File: src/rtl/spi_pkg.sv
// Definitions shared by the SPI MOSI transmit and MISO receive buffers:
// FSM state encodings and default byte/count widths.
package spi_pkg;

   typedef enum logic {
      ST_IDLE    = 1'b0,
      ST_RECEIVE = 1'b1
   } spi_state_t;

   localparam int SPI_WIDTH = 8;
   localparam int SPI_CNT_W = 5;

endpackage

File: src/rtl/miso_byte_shifter.sv
// MSB-first MISO deserialiser: shifts one bit per sample strobe and flags the
// strobe that completes a byte, presenting that byte combinationally.
module miso_byte_shifter
   import spi_pkg::*;
#(
   parameter int WIDTH = SPI_WIDTH
) (
   input  logic             i_SCK,
   input  logic             i_RST_N,
   input  logic             i_CLR,
   input  logic             i_SAMPLE,
   input  logic             i_MISO,
   output logic [WIDTH-1:0] o_BYTE,
   output logic             o_BYTE_DONE
);

   localparam int BW = (WIDTH > 1) ? $clog2(WIDTH) : 1;

   // Only WIDTH-1 bits need storing: the last bit comes straight from i_MISO.
   logic [WIDTH-2:0] shreg;
   logic [BW-1:0]    bit_cnt;

   assign o_BYTE      = {shreg, i_MISO};
   assign o_BYTE_DONE = i_SAMPLE && (bit_cnt == BW'(WIDTH - 1));

   always_ff @(posedge i_SCK or negedge i_RST_N) begin
      if (!i_RST_N) begin
         shreg   <= '0;
         bit_cnt <= '0;
      end else if (i_CLR) begin
         shreg   <= '0;
         bit_cnt <= '0;
      end else if (i_SAMPLE) begin
         shreg   <= o_BYTE[WIDTH-2:0];
         bit_cnt <= o_BYTE_DONE ? '0 : bit_cnt + 1'b1;
      end
   end

endmodule

File: src/rtl/nbit_miso_spi_buffer.sv
// Receive buffer: collects up to N MSB-first MISO bytes into one wide word,
// byte 0 in the low bits, and pulses o_VALID when the transaction completes.
module nbit_miso_spi_buffer
   import spi_pkg::*;
#(
   parameter int WIDTH = SPI_WIDTH,
   parameter int N     = 8,
   parameter int CNT_W = SPI_CNT_W
) (
   input  logic               i_SCK,
   input  logic               i_RST_N,
   input  logic               i_START,
   input  logic [CNT_W-1:0]   i_N_receive,
   input  logic               i_ABORT,
   input  logic               i_SAMPLE,
   input  logic               i_MISO,
   output logic               o_START,
   output logic               o_BUSY,
   output logic               o_MISO_FINAL_BYTE,
   output logic [CNT_W-1:0]   o_BYTE_COUNT,
   output logic [WIDTH*N-1:0] o_DATA,
   output logic               o_VALID
);

   spi_state_t         state, state_next;
   logic [CNT_W-1:0]   n_lat, n_clamp, idx;
   logic [WIDTH*N-1:0] acc, acc_merged;
   logic [WIDTH-1:0]   rx_byte;
   logic               byte_done, start_go, last_byte, shift_clr, shift_sample;

   assign n_clamp      = (i_N_receive > CNT_W'(N)) ? CNT_W'(N) : i_N_receive;
   assign start_go     = (state == ST_IDLE) && i_START && (i_N_receive != '0) && !i_ABORT;
   assign shift_sample = (state == ST_RECEIVE) && !i_ABORT && i_SAMPLE;
   assign shift_clr    = start_go || ((state == ST_RECEIVE) && i_ABORT);
   assign last_byte    = byte_done && (idx == n_lat - 1'b1);

   miso_byte_shifter #(.WIDTH(WIDTH)) u_shifter (
      .i_SCK       (i_SCK),
      .i_RST_N     (i_RST_N),
      .i_CLR       (shift_clr),
      .i_SAMPLE    (shift_sample),
      .i_MISO      (i_MISO),
      .o_BYTE      (rx_byte),
      .o_BYTE_DONE (byte_done)
   );

   // Accumulator with the byte completing this cycle merged into slot idx.
   always_comb begin
      acc_merged = acc;
      for (int b = 0; b < N; b++) begin
         if (idx == CNT_W'(b)) acc_merged[b*WIDTH +: WIDTH] = rx_byte;
      end
   end

   always_comb begin
      state_next = state;
      case (state)
         ST_IDLE:    if (start_go) state_next = ST_RECEIVE;
         ST_RECEIVE: if (i_ABORT || last_byte) state_next = ST_IDLE;
         default:    state_next = ST_IDLE;
      endcase
   end

   always_ff @(posedge i_SCK or negedge i_RST_N) begin
      if (!i_RST_N) state <= ST_IDLE;
      else          state <= state_next;
   end

   // Abort has priority over byte completion, so an aborted transaction never publishes.
   always_ff @(posedge i_SCK or negedge i_RST_N) begin
      if (!i_RST_N) begin
         n_lat             <= '0;
         idx               <= '0;
         acc               <= '0;
         o_START           <= 1'b0;
         o_BUSY            <= 1'b0;
         o_MISO_FINAL_BYTE <= 1'b0;
         o_BYTE_COUNT      <= '0;
         o_DATA            <= '0;
         o_VALID           <= 1'b0;
      end else begin
         o_VALID <= 1'b0;
         case (state)
            ST_IDLE: begin
               if (start_go) begin
                  n_lat             <= n_clamp;
                  idx               <= '0;
                  acc               <= '0;
                  o_START           <= 1'b1;
                  o_BUSY            <= 1'b1;
                  o_BYTE_COUNT      <= '0;
                  o_MISO_FINAL_BYTE <= (n_clamp == CNT_W'(1));
               end
            end
            ST_RECEIVE: begin
               if (i_ABORT) begin
                  o_START           <= 1'b0;
                  o_BUSY            <= 1'b0;
                  o_MISO_FINAL_BYTE <= 1'b0;
               end else if (byte_done) begin
                  acc          <= acc_merged;
                  idx          <= idx + 1'b1;
                  o_BYTE_COUNT <= o_BYTE_COUNT + 1'b1;
                  if (last_byte) begin
                     o_DATA            <= acc_merged;
                     o_VALID           <= 1'b1;
                     o_START           <= 1'b0;
                     o_BUSY            <= 1'b0;
                     o_MISO_FINAL_BYTE <= 1'b0;
                  end else if ((idx + 1'b1) == (n_lat - 1'b1)) begin
                     o_MISO_FINAL_BYTE <= 1'b1;
                  end
               end
            end
            default: ;
         endcase
      end
   end

endmodule

File: config.mk
export PLATFORM = sky130hd
export DESIGN_NAME = nbit_miso_spi_buffer
export DESIGN_NICKNAME = d
export VERILOG_FILES = /design/src/rtl/spi_pkg.sv /design/src/rtl/miso_byte_shifter.sv /design/src/rtl/nbit_miso_spi_buffer.sv
export SDC_FILE = /design/constraint.sdc
export NUM_CORES = 1
export LEC_CHECK = 0
export ABC_CLOCK_PERIOD_IN_PS = 3090
export CAP_MARGIN = 20
export CORE_MARGIN = 1
export CORE_UTILIZATION = 50
export DETAILED_ROUTE_END_ITERATION = 8
export GPL_TIMING_DRIVEN = 0
export PLACE_DENSITY_LB_ADDON = 0.2
export SETUP_SLACK_MARGIN = 0.3
export SKIP_LAST_GASP = 1
export SLEW_MARGIN = 20
export SYNTH_ARGS = -nofsm -noshare
export SYNTH_HDL_FRONTEND = slang
export SYNTH_SLANG_ARGS = --single-unit
File: constraint.sdc
create_clock -name i_SCK -period 3.09 [get_ports i_SCK]
set_input_delay 0.927 -clock i_SCK [delete_from_list [all_inputs] [get_ports i_SCK]]
set_output_delay 0.927 -clock i_SCK [all_outputs]
set_load 0.02 [all_outputs]
### Word-level counts from Yosys, hierarchy flattened

Cells that the tools add are included.

| cells by class | value |
|---|---|
| add/subtract/negate cells | 4 |
| $mul | 0 |
| divide/modulo/power cells | 0 |
| magnitude comparators | 1 |
| equal/unequal tests | 17 |
| shift-type cells | 0 |
| muxes and demuxes | 43 |
| bitwise operators | 2 |
| reductions and logical operators | 19 |

Operator list:

| kind | count |
|---|---|
| $mux 64 | 3 |
| $pmux 64 s2 | 1 |
| $mux 8 | 8 |
| $mux 5 | 6 |
| $eq 5x3->1 const B | 4 |
| $pmux 5 s2 | 2 |
| $mux 1 | 15 |
| $mux 7 | 2 |
| $add 5x1->5 const B | 2 |
| $eq 5x1->1 const B | 2 |
| $eq 5x2->1 const B | 2 |
| $eq 5x5->1 | 2 |
| $mux 3 | 3 |
| $reduce_and 3->1 | 3 |
| $logic_and 1x1->1 | 8 |
| $ne 3x2->1 const B | 2 |
| $pmux 1 s2 | 3 |
| $gt 5x4->1 const B | 1 |
| $logic_not 5->1 | 1 |
| $reduce_bool 5->1 | 1 |
| $sub 5x1->5 const B | 1 |
| $ne 2x2->1 const B | 2 |
| $ne 4x2->1 const B | 1 |
| $reduce_and 4->1 | 1 |
| other kinds (8) | 10 |

| word-level totals | value |
|---|---|
| flip-flop bits (word level) | 157 |
| latch bits | 0 |
| memory bits (writable) | 0 |
| ROM bits | 0 |
| bits of input ports | 11 |
| output and inout port bits | 73 |
| logic and storage cells | 97 |
| memories kept | 0 |

### Longest topological paths before layout

| depth | value |
|---|---|
| depth in word-level cells | 9 |
| mapped depth | 10 |
| gate-level depth less buffers | 7 |

### By module

From an unflattened synthesis, not the netlist that was laid out.

| second synthesis, totals | value |
|---|---|
| cell total of the unflattened synthesis | 550 |
| area, all modules | 7211.9 um2 |

Modules (own cells, without submodules):

| module | times used | cells an instance | area each (um2) | sequential area each (um2) |
|---|---|---|---|---|
| nbit_miso_spi_buffer | 1 | 513 | 6754.0 | 3678.5 |
| miso_byte_shifter | 1 | 37 | 457.9 | 250.2 |

### Worst setup path before layout

No wires, ideal clock.

| timing path | value |
|---|---|
| kind | input to register |
| start point | in i_ABORT |
| end point | reg state |
| setup time | 0.132 ns |
| arrival | 2.285 ns |
| required time | 2.958 ns |
| path slack | 0.673 ns |
| cell stages on the path | 8 |
| path buffers | 3 |
| cell sequence | and4b_1 > nand3_1 > or4_4 > buf_6 > buf_6 > buf_6 > nand2_1 > nand2_1 |

| between the ends | value |
|---|---|
| cells in the longest elaborated chain, start to end | 8 |
| elaborated cells between the ends (all ways) | 10 |
| classes of those cells | mux (3); reduce/logical (7) |

Ends and longest elaborated chain:

| element | RTL line | source |
|---|---|---|
| start: declaration | nbit_miso_spi_buffer.sv:14 | `input logic i_ABORT,` |
| $logic_not 1->1 | nbit_miso_spi_buffer.sv:32, nbit_miso_spi_buffer.sv:33 |  |
| $logic_and 1x1->1 (2 in series) | nbit_miso_spi_buffer.sv:33 | `assign shift_sample = (state == ST_RECEIVE) && !i_ABORT && i_SAMPLE;` |
| $logic_and 1x1->1 | miso_byte_shifter.sv:24 | `assign o_BYTE_DONE = i_SAMPLE && (bit_cnt == BW'(WIDTH - 1));` |
| $logic_and 1x1->1 | nbit_miso_spi_buffer.sv:35 | `assign last_byte = byte_done && (idx == n_lat - 1'b1);` |
| $logic_or 1x1->1 | nbit_miso_spi_buffer.sv:59 | `ST_RECEIVE: if (i_ABORT \|\| last_byte) state_next = ST_IDLE;` |
| $mux 1 | nbit_miso_spi_buffer.sv:59 |  |
| $pmux 1 s2 * | nbit_miso_spi_buffer.sv:57 | `case (state)` |
| net state_next | nbit_miso_spi_buffer.sv:25 | `spi_state_t state, state_next;` |
| end signal: assignment | nbit_miso_spi_buffer.sv:66 | `else state <= state_next;` |
| end: declaration | nbit_miso_spi_buffer.sv:25 |  |

Mark *: on every way through the listed nets, which the timed path passes. The rest lies on a longest branch.
A chain may end at the register's enable or synchronous reset.

### Final worst setup path

| timing path | value |
|---|---|
| start point | in i_ABORT |
| end point | reg o_DATA[55] |

| between the ends | value |
|---|---|
| cells in the longest elaborated chain, start to end | 6 |
| elaborated cells between the ends (all ways) | 7 |
| classes of those cells | bitwise (1); reduce/logical (6) |

Ends and longest elaborated chain:

| element | RTL line | source |
|---|---|---|
| $logic_not 1->1 | nbit_miso_spi_buffer.sv:33 |  |
| $logic_and 1x1->1 (2 in series) | nbit_miso_spi_buffer.sv:33 |  |
| $logic_and 1x1->1 | miso_byte_shifter.sv:24 |  |
| $logic_and 1x1->1 | nbit_miso_spi_buffer.sv:35 |  |
| $reduce_and 4->1 (no line) * | -- |  |
| end signal: assignment | nbit_miso_spi_buffer.sv:105 | `o_DATA <= acc_merged;` |
| end: declaration | nbit_miso_spi_buffer.sv:21 | `output logic [WIDTH*N-1:0] o_DATA,` |

Mark *: on every way between the ends. The rest lies on a longest branch, timed or not.

==> qor.txt <==
Status: complete, no violations
Worst R2R Start: n_lat[0]
Gate Count Post-Synth: 752
Remaining antenna violation count: 0
Pre-CTS setup slack: -0.346 ns
VDD IR-drop max: 0.368 mV
H-tree depth: 4
Die area: 14700 um^2
Post-Route WL: 18300 um
Fillers: 1186
RSZ-0062 raised after global routing: false
Pleak: 3.68 nW
First-pass GRT wire length: 29600 um
Die X: 121 um
Finish-stage setup viols: 0
Clock root cell: clkbuf_16
Share of cells above drive strength 1: 0.0793
Crit share post-route: 0.863
Placed Instances: 1015
Max Slew Vio Count: 0
CTS max path bufs: 2
Pre-antenna DRT Iters: 5
Largest net degree at the start of global routing: 85
Synth cell types: 39
Fin cells: 1050
Syn Nets: 771
Relative slew margins: 0.373
Num CTS Buffers: 17
CP Launch Type: input pin
Max Freq: 375 MHz
GRT Overall Usage: 0.270
Most frequent cells in the layout: nand2_1, dfrtp_1, o21ai_0
Area grow syn2layout: 23.8%
Average cell area after synthesis: 9.45 um^2
Crit path kind: input pin to flip-flop
CP arrival: 2.97 ns
Number of global-route vias before repair: 5747
Final Hold Viols: 0
Vias/cell: 5.49
Most common cell after layout, fill and taps aside: nand2_1
Worst hold path class: input pin to asynchronous set/reset pin
Register-to-register setup slack: 0.57 ns
Worst clock skew: 0.00669 ns
Worst Reg-to-Reg Cells: 10
Die H: 121 um
R2r endpoint: o_DATA[55]
Initial core utilization: 0.512
CTS clk-pin slew, worst paths: 0.06 ns
Critical path peak fanout: 10
Floorplan row count: 43
TritonCTS clock tree: built
Initial antenna violation count: 0
Core area: 13900 um^2
Nets@finish: 878
#FFs+latches synth: 157
Via count: 5761
Drc violations: 0
Mapped cell area: 7110 um^2
Total grt overflow: 0
Antenna cell count: 0
Crit path from: i_ABORT
I/O Buffers: 82
I/O Pins: 84
CP endpoint kind: flip-flop
Fin crit period: 2.67 ns
GPL Wtd Cong: 0.861
Dpl hpwl: 12100 um
Worst-Margin Slew: 0.937 ns
Register area share after synthesis: 0.553
Clk sinks: 157
Pwr/cell area: 483 nW/um^2
Routed wire length per instance: 17.4 um
Initial DRC Count: 510
Max Cap Viol: 0
Critical path required time: 3.39 ns
Yosys Warn Count: 0
Worst-skew pair later-pin latency: 0.42 ns
Final setup margin: 0.422 ns
-- synth_stat cells, drive strengths merged --
master,count,area share
nand3b,2,0.0021
nand4,2,0.0018
o21ai,139,0.098
nor4bb,1,0.0014
and3b,1,0.0012
clkbuf,43,0.023
a2111o,1,0.0016
nor3,9,0.0063
mux2i,65,0.092
nor4b,1,0.0012
nor4,1,0.00088
nor3b,1,0.0011
nand3,6,0.0042
a21boi,1,0.0011
buf,22,0.018
a21oi,11,0.0077
dfrtp,157,0.55
nand2,225,0.12
and2,8,0.0070
or4,2,0.0026
and4b,1,0.0014
a22oi,1,0.0018
a211o,1,0.0012
ha,8,0.014
nor2b,1,0.00088
a211oi,1,0.0011
inv,7,0.0037
xnor2,10,0.012
xor2,7,0.0086
nand2b,4,0.0035
a41oi,1,0.0012
o31ai,2,0.0021
nor2,10,0.0053
-- per-stage QoR --
stage	utilization	cell area (um^2)	hold WS [ns]	setup TNS, ns	total power, mW
6_report	0.634	8800	0.474	0	4.25
2_1_floorplan	-	7110	0.493	0	2.24
5_1_grt	0.634	8800	0.508	0	4.39
3_3_place_gp	0.587	8150	0.465	-796.02	2.34
3_5_place_dp	0.590	8180	0.474	-23.02	2.35
4_1_cts	0.630	8740	0.487	0	4.27
-- worst max-delay path, stage by stage --
cell and delay [ns]:
clkdlybuf4s50_1 0.47, and4b_2 0.34, nand3_1 0.09, or4_4 0.50, buf_6 0.20, buf_6 0.15, buf_6 0.14, nand2_1 0.08
o21ai_1 0.07
-- logic make-up (layout without fill, tap and decap cells) --
group           after synthesis  in the layout  share of synthesized area
simple gates                275            275                      0.160
compound gates              158            158                      0.116
flops                       157            157                      0.553
buf+inv                      72            190                     0.0449
mux                          65             65                     0.0916
xor+xnor                     17             17                     0.0210
fa+ha+maj                     8              8                     0.0141
-- worst max-delay path by stage --
stage	endpoint
final	o_DATA[55]
after global routing	acc[49]
after CTS	acc[58]
after detailed placement	acc[58]
after global placement	o_DATA[9]
after floorplan	state
-- per-layer routing --
metal,GRT usage,part of all wire,vias to the layer above
met4,0.121,0.029,0
met2,0.433,0.49,202
met3,0.0536,0.059,37
met5,0,0,-
li1,-,-,2703
met1,0.354,0.42,2819
-- power breakdown --
group,leakage [nW],internal (mW),switching [mW]
Sequential,2.19,2.07,0.0136
Clock,0.263,1.14,0.796
Combinational,1.23,0.0803,0.153
Total,3.68,3.29,0.963
-- state kept, by name, summed over array words and instances, names as in the netlist --
name               flops
o_BYTE_COUNT           5
o_DATA                64
n_lat                  5
o_BUSY                 1
u_shifter.shreg        7
state                  1
u_shifter.bit_cnt      3
acc                   64
o_MISO_FINAL_BYTE      1
idx                    5
o_VALID                1
-- final cells by class --
type / count / area, um^2 / share of cell area
Clock buffer: 23 / 468 / 0.0532
Multi-Input combinational cell: 523 / 2890 / 0.329
Sequential cell: 157 / 3930 / 0.446
Inverter: 7 / 26.3 / 0.00299
Buffer: 65 / 302 / 0.0343
Timing Repair Buffer: 88 / 891 / 0.101
Clock inverter: 7 / 66.3 / 0.00754
Tap cell: 180 / 225 / 0.0256
-- what timing repair did --
action                                  in CTS  in global routing
gates resized for setup                      6                 15
endpoints found under the setup margin      83                 45
buffers inserted                             1                  4
pin swaps                                    0                  3
hold buffers                                 0                  0
No activity file was read; power rests on OpenSTA's default activity.
